<file path="config.mk">
export PLATFORM = sky130hd
export DESIGN_NAME = mandelbrot_iter_ctrl
export DESIGN_NICKNAME = d
export VERILOG_FILES = /design/src/rtl/mandelbrot_iter_ctrl.sv
export SDC_FILE = /design/constraint.sdc
export NUM_CORES = 1
export LEC_CHECK = 0
export CAP_MARGIN = 0
export CORE_ASPECT_RATIO = 1.2
export CORE_UTILIZATION = 35
export DETAILED_ROUTE_END_ITERATION = 12
export GPL_ROUTABILITY_DRIVEN = 0
export PLACE_DENSITY = 0.66
export SLEW_MARGIN = 30
export SYNTH_ARGS = -nofsm -noshare
export SYNTH_HDL_FRONTEND = slang
export SYNTH_SLANG_ARGS = --single-unit
</file>
<file path="constraint.sdc">
create_clock -name clk -period 5.3 [get_ports clk]
set_input_delay 0.53 -clock clk [delete_from_list [all_inputs] [get_ports clk]]
set_output_delay 0.53 -clock clk [all_outputs]
set_load 0.02 [all_outputs]
</file>
<file path="src/rtl/mandelbrot_iter_ctrl.sv">
// Iteration controller for one Mandelbrot pixel: holds c and z, steps an external
// one-step ALU until escape or the iteration limit, then offers the result.
module mandelbrot_iter_ctrl #(
    parameter int WIDTH     = 8,
    parameter int ITER_BITS = 6
) (
    input  logic                 clk,
    input  logic                 rst,
    input  logic                 start_valid,
    output logic                 start_ready,
    input  logic [WIDTH-1:0]     in_cr,
    input  logic [WIDTH-1:0]     in_ci,
    input  logic [ITER_BITS-1:0] max_iter,
    output logic [WIDTH-1:0]     alu_cr,
    output logic [WIDTH-1:0]     alu_ci,
    output logic [WIDTH-1:0]     alu_zr,
    output logic [WIDTH-1:0]     alu_zi,
    input  logic [WIDTH-1:0]     alu_out_zr,
    input  logic [WIDTH-1:0]     alu_out_zi,
    input  logic                 alu_size,
    input  logic                 alu_overflow,
    output logic                 res_valid,
    input  logic                 res_ready,
    output logic [ITER_BITS-1:0] res_iter,
    output logic                 res_escaped
);

    typedef enum logic [1:0] {IDLE, ITER, DONE} state_t;

    state_t               state_q, state_d;
    logic [WIDTH-1:0]     cr_q, cr_d, ci_q, ci_d, zr_q, zr_d, zi_q, zi_d;
    logic [ITER_BITS-1:0] cnt_q, cnt_d, max_q, max_d, res_iter_q, res_iter_d;
    logic                 res_esc_q, res_esc_d;
    logic [ITER_BITS-1:0] cnt_inc;

    always_ff @(posedge clk) begin
        if (rst) begin
            state_q    <= IDLE;
            cr_q       <= '0;
            ci_q       <= '0;
            zr_q       <= '0;
            zi_q       <= '0;
            cnt_q      <= '0;
            max_q      <= '0;
            res_iter_q <= '0;
            res_esc_q  <= 1'b0;
        end else begin
            state_q    <= state_d;
            cr_q       <= cr_d;
            ci_q       <= ci_d;
            zr_q       <= zr_d;
            zi_q       <= zi_d;
            cnt_q      <= cnt_d;
            max_q      <= max_d;
            res_iter_q <= res_iter_d;
            res_esc_q  <= res_esc_d;
        end
    end

    // cnt stays below max_q while iterating, so the increment cannot wrap
    assign cnt_inc = cnt_q + ITER_BITS'(1);

    always_comb begin
        state_d    = state_q;
        cr_d       = cr_q;
        ci_d       = ci_q;
        zr_d       = zr_q;
        zi_d       = zi_q;
        cnt_d      = cnt_q;
        max_d      = max_q;
        res_iter_d = res_iter_q;
        res_esc_d  = res_esc_q;
        unique case (state_q)
            IDLE: begin
                if (start_valid) begin
                    cr_d  = in_cr;
                    ci_d  = in_ci;
                    max_d = max_iter;
                    zr_d  = '0;
                    zi_d  = '0;
                    cnt_d = '0;
                    if (max_iter == '0) begin
                        res_iter_d = '0;
                        res_esc_d  = 1'b0;
                        state_d    = DONE;
                    end else begin
                        state_d    = ITER;
                    end
                end
            end
            ITER: begin
                // escape wins over the limit when both hit in the same step
                if (alu_size || alu_overflow) begin
                    res_iter_d = cnt_q;
                    res_esc_d  = 1'b1;
                    state_d    = DONE;
                end else begin
                    zr_d  = alu_out_zr;
                    zi_d  = alu_out_zi;
                    cnt_d = cnt_inc;
                    if (cnt_inc == max_q) begin
                        res_iter_d = max_q;
                        res_esc_d  = 1'b0;
                        state_d    = DONE;
                    end
                end
            end
            DONE: begin
                if (res_ready) state_d = IDLE;
            end
            default: state_d = IDLE;
        endcase
    end

    assign start_ready = (state_q == IDLE);
    assign res_valid   = (state_q == DONE);
    assign res_iter    = res_iter_q;
    assign res_escaped = res_esc_q;
    assign alu_cr      = cr_q;
    assign alu_ci      = ci_q;
    assign alu_zr      = zr_q;
    assign alu_zi      = zi_q;

endmodule

</file>
==> results.md <==
Finish:
- Cells fill between 50% and 60% of the core in the end.
- The repair_antennas step left the layout with diodes totalling 0.
- Cells with a size suffix above 1 make up 5.42% of the layout.
- The final layout net count is 376.
- Compared with the post-synthesis result, the final layout area differs by 44.6%.

Synthesis:
- The number of synthesis warnings is 0.
- Yosys mapped a number of flops with a built-in enable equal to 0.
- In the synthesized netlist the async set-or-reset flop fraction comes to 0%.
- By area the synthesized netlist is led by sky130_fd_sc_hd__dfxtp_1 (48%), sky130_fd_sc_hd__nand2_1 (8.0%), sky130_fd_sc_hd__a21oi_1 (7.1%).
- When the netlist entered floorplanning its net count stood at 303.
- The sequential cell area fraction in the yosys report is 48.3%.
- After synthesis the netlist holds a flip-flop and latch count of 53.
- The most area-hungry cell type in the Yosys netlist is sky130_fd_sc_hd__dfxtp_1.
- The top cell type by area accounts for between 40% and 50% of the synthesized area.
- The most instantiated flip-flop cell in the synthesis netlist is sky130_fd_sc_hd__dfxtp_1.
- After synthesis, the netlist uses 42 different library cells.
- The cell area that synthesis handed to floorplanning was 2200 um2.
- Synthesis handed over a netlist of between 200 and 300 instances.
- The average size of a mapped cell is 8.52 um2.

Global routing:
- The total routing usage reported by global routing is between 10% and 20%.
- The number of antenna violations at the first check in global routing is 0.
- The remaining global-route overflow is 0.
- The number of global-route vias before repair is 1,917.
- The largest net degree at the start of global routing is 55.
- The first global-routing pass estimated 8740 um of wire.

Floorplan:
- The vertical die dimension is 88.8 um.
- After floorplanning, the core was sized to cover just over 6000 um2.
- The starting utilization of the core area is 36.3%.
- The number of standard-cell rows in the floorplan is 31.
- The die covers 6600 um2.
- Pin placement for this block handled 85 I/O pins.
- Measured along the x axis, the die boundary spans around 74 um.

Power and ir drop:
- The post-route total power is 0.933 mW.
- The portion of total power attributed to sequential cells is 47.5%.
- Summed over all nets, the switching power comes to around 0.26 mW.
- Across the VDD grid, the largest voltage drop is between 0.1 and 0.15 mV.
- Power spread over the standard cell area amounts to 294 nW/um2.
- The proportion of total power due to net switching is approximately 27%.
- For this design the static power due to leakage is 1.13 nW.
- The share of total power in combinational logic is 22.3%.
- Internal power comes to a little under 0.7 mW.
- The share of total power dissipated in the clock network is 30.2%.

Drt:
- For this block, the routed nets add up to 5380 um of wire.
- Wire segments on met2 add up to 2740 um in the final route.
- For this run, design rule violations remaining after detail routing come to 0.
- In this run the top signal layer used is met4.
- The routed metal-1 wirelength is 2260 um.
- Across all layers, the routed design uses 2,117 vias.
- The post-detailed-route via-to-cell ratio is 5.11.
- The residual antenna-violating net count after detailed routing is 0.
- In the final routed layout, each cell accounts on average for approximately 13 um.
- After the first detailed-routing iteration, the DRC count stood at 85.
- Detailed routing placed a total of about 340 um of wire on met3.
- The first detailed-routing pass ran for 4 iterations.

Timing:
- For this run, the top clock speed supported by timing is roughly 0.43 GHz.
- The tightest slew margin relative to the limit is around 47%.
- The worst clock skew is 0.00654 ns.
- For the pin with the worst max-slew slack, the measured transition is a little under 0.8 ns.
- The max-slew violation count came to 0.
- The share of the clock period used by the worst path after layout is 44.3%.
- The post-route setup TNS is 0 ns.
- The final hold violation count is 0.
- The worst path in the final design needs a cycle of 2.35 ns, including I/O delays and setup.
- Setup violations remaining at the end of the flow were counted as 0.
- Setup repair after global routing left no endpoint under its margin.

CTS:
- Clock tree synthesis found a total of 53 sinks.
- The number of instances resized during post-cts repair is 0.
- The CTS tree is done.
- The buffer count from post-CTS setup fixing is 0.
- The maximum buffer depth of the clock tree is 2.
- The insertion delay to the later sink of the worst-skew pair is 0.30 ns.
- The deepest level of the CTS H-tree is 2.
- TritonCTS created 5 clock buffers.
- The hold-fix buffer count after cts is 0.
- The tree is rooted in a sky130_fd_sc_hd__clkbuf_8.
- Clock-pin slew was measured on the worst setup and hold paths at roughly 0.090 ns.

Placed design:
- After legalization and detailed placement, the total HPWL measured 3700 um.
- The count of port buffers added during placement is 84.

Critical path:
- STA classifies the critical path startpoint as a flop.
- The startpoint-to-endpoint class of the critical path is reg2reg.
- The endpoint of the most critical register-to-register path is cnt_q[2]$_SDFFE_PP0P_.
- The worst register-to-register path begins at state_q[0]$_SDFFE_PP0P_.
- The maximum net fanout on the critical path is 22.
- The worst register-to-register path has a depth of 5.
- The endpoint kind of the worst setup timing path is a flop.
- Data on the critical path is required at its endpoint by 5.53 ns.
- The register-to-register setup slack is 2.95 ns.
- Data on the critical path arrives at its endpoint at 2.58 ns.

Worst hold path:
- The startpoint identified for the worst hold timing path is alu_cr[7]$_SDFFE_PP0P_.
- The endpoint of the worst hold path is alu_cr[7]$_SDFFE_PP0P_.
- The worst hold path belongs to the class reg2reg.
- The worst hold path passes through 2 cells.

Job:
- The max-cap check violation count is 0.

Run status:
- The flow ran to the end, and the final reports show no timing, DRC or antenna violations.
==> placed cells by master, fill, tap and decap left out, types with 2 or more instances in the layout <==
| cell | synthesis | layout |
|---|---|---|
| sky130_fd_sc_hd__o21ai_0 | 5 | 5 |
| sky130_fd_sc_hd__a211oi_1 | 2 | 2 |
| sky130_fd_sc_hd__a22oi_1 | 17 | 17 |
| sky130_fd_sc_hd__nor2_1 | 26 | 26 |
| sky130_fd_sc_hd__clkdlybuf4s50_1 | 0 | 83 |
| sky130_fd_sc_hd__xor2_1 | 3 | 3 |
| sky130_fd_sc_hd__a21oi_1 | 31 | 31 |
| sky130_fd_sc_hd__nand3b_1 | 2 | 2 |
| sky130_fd_sc_hd__nor2b_1 | 3 | 3 |
| sky130_fd_sc_hd__and3_1 | 3 | 3 |
| sky130_fd_sc_hd__inv_1 | 7 | 7 |
| sky130_fd_sc_hd__a221oi_1 | 12 | 12 |
| sky130_fd_sc_hd__xnor2_1 | 3 | 3 |
| sky130_fd_sc_hd__nand2_1 | 47 | 47 |
| sky130_fd_sc_hd__clkbuf_8 | 0 | 6 |
| sky130_fd_sc_hd__or3_1 | 2 | 2 |
| sky130_fd_sc_hd__dfxtp_1 | 53 | 53 |
| sky130_fd_sc_hd__nand3_1 | 3 | 3 |
==> final cells by class <==
cell class                 instances  area, um2
clock buffer                       6       82.6
clock inverter                     2       37.5
fill                             598       2870
inverter                           7       26.3
multi-input combinational        180       1030
sequential                        53       1060
tap                               82        103
timing repair buffer              84        838
==> power by group through the flow <==
stage | sequential (mW) | combinational (mW) | clock [mW]
4_1_cts | 0.444 | 0.211 | 0.293
3_3_place_gp | 0.453 | 0.208 | 0
5_1_grt | 0.448 | 0.227 | 0.309
6_report | 0.444 | 0.208 | 0.281
2_1_floorplan | 0.475 | 0.0916 | 0
3_5_place_dp | 0.453 | 0.210 | 0
==> critical path, stage by stage (launching register included) <==
cell and delay (ns):
sky130_fd_sc_hd__dfxtp_1 0.43, sky130_fd_sc_hd__nor2b_2 0.30, sky130_fd_sc_hd__nor2b_1 0.49, sky130_fd_sc_hd__or3_1 0.70, sky130_fd_sc_hd__o21ai_0 0.21, sky130_fd_sc_hd__a21oi_1 0.15
==> Yosys cell counts (2+ instances only) <==
library cell	n
sky130_fd_sc_hd__nand3_1	3
sky130_fd_sc_hd__a21oi_1	31
sky130_fd_sc_hd__nor2b_1	3
sky130_fd_sc_hd__xor2_1	3
sky130_fd_sc_hd__nand3b_1	2
sky130_fd_sc_hd__o21ai_0	5
sky130_fd_sc_hd__a22oi_1	17
sky130_fd_sc_hd__or3_1	2
sky130_fd_sc_hd__nand2_1	47
sky130_fd_sc_hd__nor2_1	26
sky130_fd_sc_hd__and3_1	3
sky130_fd_sc_hd__buf_1	2
sky130_fd_sc_hd__a211oi_1	2
sky130_fd_sc_hd__inv_1	7
sky130_fd_sc_hd__dfxtp_1	53
sky130_fd_sc_hd__a221oi_1	12
sky130_fd_sc_hd__clkbuf_1	9
sky130_fd_sc_hd__buf_2	4
sky130_fd_sc_hd__xnor2_1	3
sky130_fd_sc_hd__buf_4	2
==> cells by family after synthesis <==
| family | count (synthesis) | synth area share (%) |
|---|---|---|
| DFF | 53 | 48.3 |
| xor gates and xnor gates | 7 | 3.13 |
| AOI/OAI and AO/OA | 75 | 22.8 |
| and+or+nand+nor | 97 | 20.3 |
| adders and majority gates | 1 | 0.569 |
| buffers and inverters | 25 | 4.89 |
==> worst max-delay path by stage <==
stage	from	end	slack, ns
2_1_floorplan	alu_overflow	cnt_q[4]$_SDFFE_PP0P_	3.49
3_3_place_gp	alu_overflow	res_iter[2]$_SDFFE_PP0P_	2.55
3_5_place_dp	alu_overflow	res_iter[0]$_SDFFE_PP0P_	2.48
4_1_cts	alu_overflow	res_iter[5]$_SDFFE_PP0P_	2.81
5_1_grt	state_q[0]$_SDFFE_PP0P_	cnt_q[4]$_SDFFE_PP0P_	2.77
6_report	state_q[0]$_SDFFE_PP0P_	cnt_q[2]$_SDFFE_PP0P_	2.95
==> state kept, by name (all words and copies together) (netlist names) <==
signal and cells:
alu_zr 8, res_iter 6, res_escaped 1, alu_cr 8, alu_zi 8, cnt_q 6, state_q 2, max_q 6
alu_ci 8
==> metrics by stage <==
step | cell area [um2] | hold WS [ns] | worst slack [ns] | cells
2_1_floorplan | 2200 | 0.461 | 3.49 | 258
3_3_place_gp | 3060 | 0.441 | 2.55 | 406
3_5_place_dp | 3060 | 0.445 | 2.48 | 406
4_1_cts | 3180 | 0.460 | 2.81 | 414
5_1_grt | 3180 | 0.481 | 2.77 | 414
6_report | 3180 | 0.456 | 2.95 | 414
==> metal layers <==
metal,vias to the layer above,GRT usage [%]
met5,-,0
met3,2,5.24
met1,994,20.2
met2,70,29.7
li1,1051,-
met4,0,5.32
No activity file was read; power rests on OpenSTA's default activity.
